File: config.mk
export PLATFORM = sky130hd
export DESIGN_NAME = sample_interpolator
export DESIGN_NICKNAME = d
export VERILOG_FILES = /design/src/rtl/sample_interpolator.sv
export SDC_FILE = /design/constraint.sdc
export NUM_CORES = 1
export LEC_CHECK = 0
export CAP_MARGIN = 20
export CORE_UTILIZATION = 65
export CTS_CLUSTER_SIZE = 40
export DETAILED_ROUTE_END_ITERATION = 7
export PLACE_DENSITY = 0.88
export SETUP_SLACK_MARGIN = 0.15
export SYNTH_ARGS = -nofsm -noshare
export SYNTH_HDL_FRONTEND = slang
export SYNTH_SLANG_ARGS = --single-unit
File: constraint.sdc
create_clock -name clk -period 10.75 [get_ports clk]
set_input_delay 2.15 -clock clk [delete_from_list [all_inputs] [get_ports clk]]
set_output_delay 2.15 -clock clk [all_outputs]
set_load 0.05 [all_outputs]
File: src/rtl/sample_interpolator.sv
// Buffers input samples in a 2-entry FIFO and emits 2^L linearly interpolated
// points per sample, one per advance pulse; flags underrun when a segment starts dry.
module sample_interpolator #(
  parameter int IN_BITS         = 16,
  parameter int MAX_INTERP_LOG2 = 4,
  parameter int L_BITS          = 3
) (
  input  logic               clk,
  input  logic               reset_n,
  input  logic               in_valid,
  output logic               in_ready,
  input  logic [IN_BITS-1:0] in_data,
  input  logic [L_BITS-1:0]  interp_log2,
  input  logic               advance,
  output logic [IN_BITS-1:0] u,
  output logic               underrun,
  input  logic               clear_underrun
);

  localparam int PH_BITS  = MAX_INTERP_LOG2;
  localparam int ACC_BITS = IN_BITS + MAX_INTERP_LOG2 + 1;
  localparam logic [L_BITS-1:0] L_MAX = L_BITS'(MAX_INTERP_LOG2);

  logic [IN_BITS-1:0]  fifo_mem [2];
  logic                rd_ptr, wr_ptr;
  logic [1:0]          count;
  logic                full, empty, push, pop;

  logic [IN_BITS-1:0]  p0, p1;
  logic [ACC_BITS-1:0] acc;
  logic [PH_BITS-1:0]  phase;
  logic [L_BITS-1:0]   l_cur;

  logic [IN_BITS:0]    delta;
  logic [ACC_BITS-1:0] delta_ext, acc_step, acc_end;
  logic [PH_BITS-1:0]  last_phase;
  logic [L_BITS-1:0]   shamt, l_next;
  logic                wrap;
  logic                unused_acc_msb;

  assign full     = (count == 2'd2);
  assign empty    = (count == 2'd0);
  assign in_ready = reset_n && !full;
  assign push     = in_valid && in_ready;

  assign last_phase = ~({PH_BITS{1'b1}} << l_cur);
  assign wrap       = (phase == last_phase);
  assign pop        = advance && wrap && !empty;

  assign delta     = {p1[IN_BITS-1], p1} - {p0[IN_BITS-1], p0};
  assign delta_ext = {{PH_BITS{delta[IN_BITS]}}, delta};
  assign shamt     = L_MAX - l_cur;
  assign acc_step  = delta_ext << shamt;
  assign acc_end   = {p1[IN_BITS-1], p1, {PH_BITS{1'b0}}};
  assign l_next    = (interp_log2 > L_MAX) ? L_MAX : interp_log2;

  // acc never leaves the p0..p1 range, so u is a plain floor slice
  assign u              = acc[IN_BITS+PH_BITS-1:PH_BITS];
  assign unused_acc_msb = acc[ACC_BITS-1];

  always_ff @(posedge clk) begin
    if (push) fifo_mem[wr_ptr] <= in_data;
  end

  always_ff @(posedge clk) begin
    if (!reset_n) begin
      rd_ptr   <= 1'b0;
      wr_ptr   <= 1'b0;
      count    <= 2'd0;
      p0       <= '0;
      p1       <= '0;
      acc      <= '0;
      phase    <= '0;
      l_cur    <= '0;
      underrun <= 1'b0;
    end else begin
      if (push) wr_ptr <= !wr_ptr;
      if (pop)  rd_ptr <= !rd_ptr;
      case ({push, pop})
        2'b10:   count <= count + 2'd1;
        2'b01:   count <= count - 2'd1;
        default: count <= count;
      endcase

      if (clear_underrun) underrun <= 1'b0;

      if (advance) begin
        if (wrap) begin
          // land exactly on the endpoint so rounding error never accumulates
          acc   <= acc_end;
          p0    <= p1;
          phase <= '0;
          l_cur <= l_next;
          if (!empty) p1 <= fifo_mem[rd_ptr];
          else        underrun <= 1'b1;
        end else begin
          acc   <= acc + acc_step;
          phase <= phase + 1'b1;
        end
      end
    end
  end

endmodule

==> results.sh <==
export IMPL_wl_per_cell_um=17.39
export IMPL_skew_ns=0.01743
export IMPL_cts_sinks=96
export IMPL_floorplan_die_area_sq_um=9867
export IMPL_clockRootBuffer="clkbuf_8"
export IMPL_layout_commonest_cell="nand2_1"
export IMPL_syn_cell_area_sq_um=6158
export IMPL_drtIter0Drc=341
export IMPL_area_growth_pct=8.696
export IMPL_rows=35
export IMPL_cts_max_level=3
export IMPL_synth_adder_area_share=0.09183
export IMPL_wirelength_met1_um=5853
export IMPL_end_kind="primary output"
export IMPL_dr_total_vias=5241
export IMPL_crit_chain="clkdlybuf4s50_1 -> clkinv_1 -> buf_4 -> a21oi_1 -> clkdlybuf4s50_1"
export IMPL_antenna_cells=0
export IMPL_ios=42
export IMPL_cp_slowest_cell="clkdlybuf4s50_1"
export IMPL_critPathRequiredTime_ns=8.60
export IMPL_synth_seq_cells=96
export IMPL_min_path_type="flip-flop to flip-flop"
export IMPL_syn_avg_cell_area_sq_um=8.723
export IMPL_maxSlewViolCount=0
export IMPL_max_freq_mhz=152.9
export IMPL_timing_critical_path_buf_inv=4
export IMPL_ys_warn_count=0
export IMPL_maxCapViolCount=0
export IMPL_gp_congestion=0.9946
export IMPL_worstPathMaxFanout=61
export IMPL_ctsResizeCount=0
export IMPL_seq_area_sq_um=2242
export IMPL_drive_gt1_frac=0.05825
export IMPL_cts_tree="yes"
export IMPL_startpoint_type="input port"
export IMPL_path_common_cell="clkdlybuf4s50_1"
export IMPL_grt_max_degree=62
export IMPL_wl_met3_um=978
export IMPL_cts_max_path_buffers=2
export IMPL_clk_latency_ns=0.36
export IMPL_initial_utilization=0.6697
export IMPL_rsz0062_at_grt="false"
export IMPL_dr_pass1_iters=6
export IMPL_grt_overflow_total=0
export IMPL_multi_input_area_sq_um=3542
export IMPL_clk_pin_slew_ns=0.10
export IMPL_synth_top_family_by_area="compound AO/OA/AOI/OAI gates"
export IMPL_postRouteAntennaNets=0
export IMPL_yosysSeqAreaShare=0.3641
export IMPL_nNetsFinal=784
export IMPL_tightestPinTransition_ns=0.9058
export IMPL_cpPeakStageDelay_ns=0.85
export IMPL_fin_setup_tns_ns=0
export IMPL_cts_setup_buffers=0
export IMPL_fin_crit_sh=0.6085
export IMPL_die_y_um=99.34
export IMPL_holdBufCountCts=0
export IMPL_nFillCells=687
export IMPL_grt_antenna_before_repair=0
export IMPL_cts_buffers_inserted=9
export IMPL_cp_top_family="buffers and inverters"
export IMPL_slew_headroom=0.3953
export IMPL_numPortBuffers=41
export IMPL_synth_simple_area_share=0.1670
export IMPL_synth_compound_area_frac=0.1910
export IMPL_syn_inst=706
export IMPL_status="finished, final reports clean"
export IMPL_finalCriticalPeriod_ns=6.541
export IMPL_dr_wl_met2_um=7016
export IMPL_path_class="input port to primary output"
export IMPL_synthesis_nets=774
export IMPL_final_cell_mix="nand2_1 (87), nor2_1 (66), dfxtp_1 (64), a21oi_1 (59), ha_1 (42)"
export IMPL_synth_distinct_cells=63
export IMPL_synth_edf_count=32
export IMPL_ys_flop_type="dfxtp_1"
export IMPL_grt_usage=0.3049
export IMPL_grt_pass1_wl_um=23700
export IMPL_via_per_inst=6.299
export IMPL_route_detailed_drc=0
export IMPL_hpwl_um=10710
export IMPL_hold_violations=0
export IMPL_wirelength_um=14470
export IMPL_die_width_um=99.34
export IMPL_setup_viol=0
export IMPL_grt_pass1_vias=5023
export IMPL_synth_async_reset_ratio=0
export IMPL_highest_layer="met4"
export IMPL_worstPathArrival_ns=4.39
export IMPL_core_area_sq_um=9196
export IMPL_synth_xor_area_share=0.04267
export IMPL_synthMuxAreaShare=0.08228
-- path summary, 6_finish.rpt --
path / startpoint / depth (start not counted) / slack (ns) / to
max: reset_n / 5 / 4.21 / in_ready
min reg2reg: p0[10]$_SDFFE_PN0P_ / 2 / 0.46 / p0[10]$_SDFFE_PN0P_
max reg2reg: l_cur[0]$_SDFFE_PN0P_ / 16 / 5.05 / acc[18]$_SDFFE_PN0P_
min: p0[10]$_SDFFE_PN0P_ / 2 / 0.46 / p0[10]$_SDFFE_PN0P_
-- worst min-delay path, cell delays in order (launching register included) --
cell and delay (ns):
dfxtp_1 0.32, nand2_1 0.05, a21oi_1 0.05
-- cells in the mapped netlist, types with 11 or more instances --
cell type / n / area, sq um
a21oi_1: 59 / 295.3
inv_1: 31 / 116.4
mux2i_1: 36 / 360.4
clkbuf_1: 25 / 93.84
o21ai_0: 37 / 185.2
ha_1: 42 / 525.5
buf_4: 16 / 120.1
a211oi_1: 18 / 135.1
dfxtp_1: 64 / 1281
xnor2_1: 22 / 192.7
nor2_1: 67 / 251.5
edfxtp_1: 32 / 960.9
nand2_1: 87 / 326.6
o21a_1: 11 / 82.58
-- cell type report --
| type | instances | share of cell area |
|---|---|---|
| sequential | 96 | 0.3350 |
| inverter | 34 | 0.01907 |
| clock buffer | 10 | 0.01907 |
| clock inverter | 6 | 0.008972 |
| timing repair buffer | 47 | 0.06804 |
| multi-input combinational | 528 | 0.5292 |
| tap | 111 | 0.02075 |
-- per-stage QoR --
step	hold slack, ns	instance area, sq um	std cells	util	worst slack (ns)
2_1_floorplan	0.4363	6158	706	-	5.200
4_1_cts	0.4647	6694	832	0.7279	4.225
6_report	0.4627	6694	832	0.7279	4.209
3_5_place_dp	0.4494	6506	816	0.7075	4.239
5_1_grt	0.4843	6694	832	0.7279	4.136
3_3_place_gp	0.4430	6506	816	0.7075	4.317
-- kinds of logic (layout without fill, tap and decap cells) --
family,count (synthesis),in the layout
muxes,47,47
buffers and inverters,82,97
adders and majority gates,44,44
DFF,96,96
AOI/OAI and AO/OA,182,182
xor gates and xnor gates,30,30
and+or+nand+nor,225,225
-- layer usage --
| metal | vias to the layer above | global-route usage |
|---|---|---|
| li1 | 2540 | - |
| met1 | 2411 | 0.3745 |
| met2 | 238 | 0.5219 |
| met3 | 52 | 0.04287 |
| met4 | 0 | 0.1595 |
| met5 | - | 0 |
-- flip-flops by register name, summed over array words and instances, names as in the netlist --
signal,cells
acc,20
count,2
fifo_mem,32
l_cur,3
p0,16
p1,16
phase,4
rd_ptr,1
underrun,1
wr_ptr,1
Power is not shown: default switching activity piles up to over one toggle a cycle in this logic, so the estimate is an artifact.
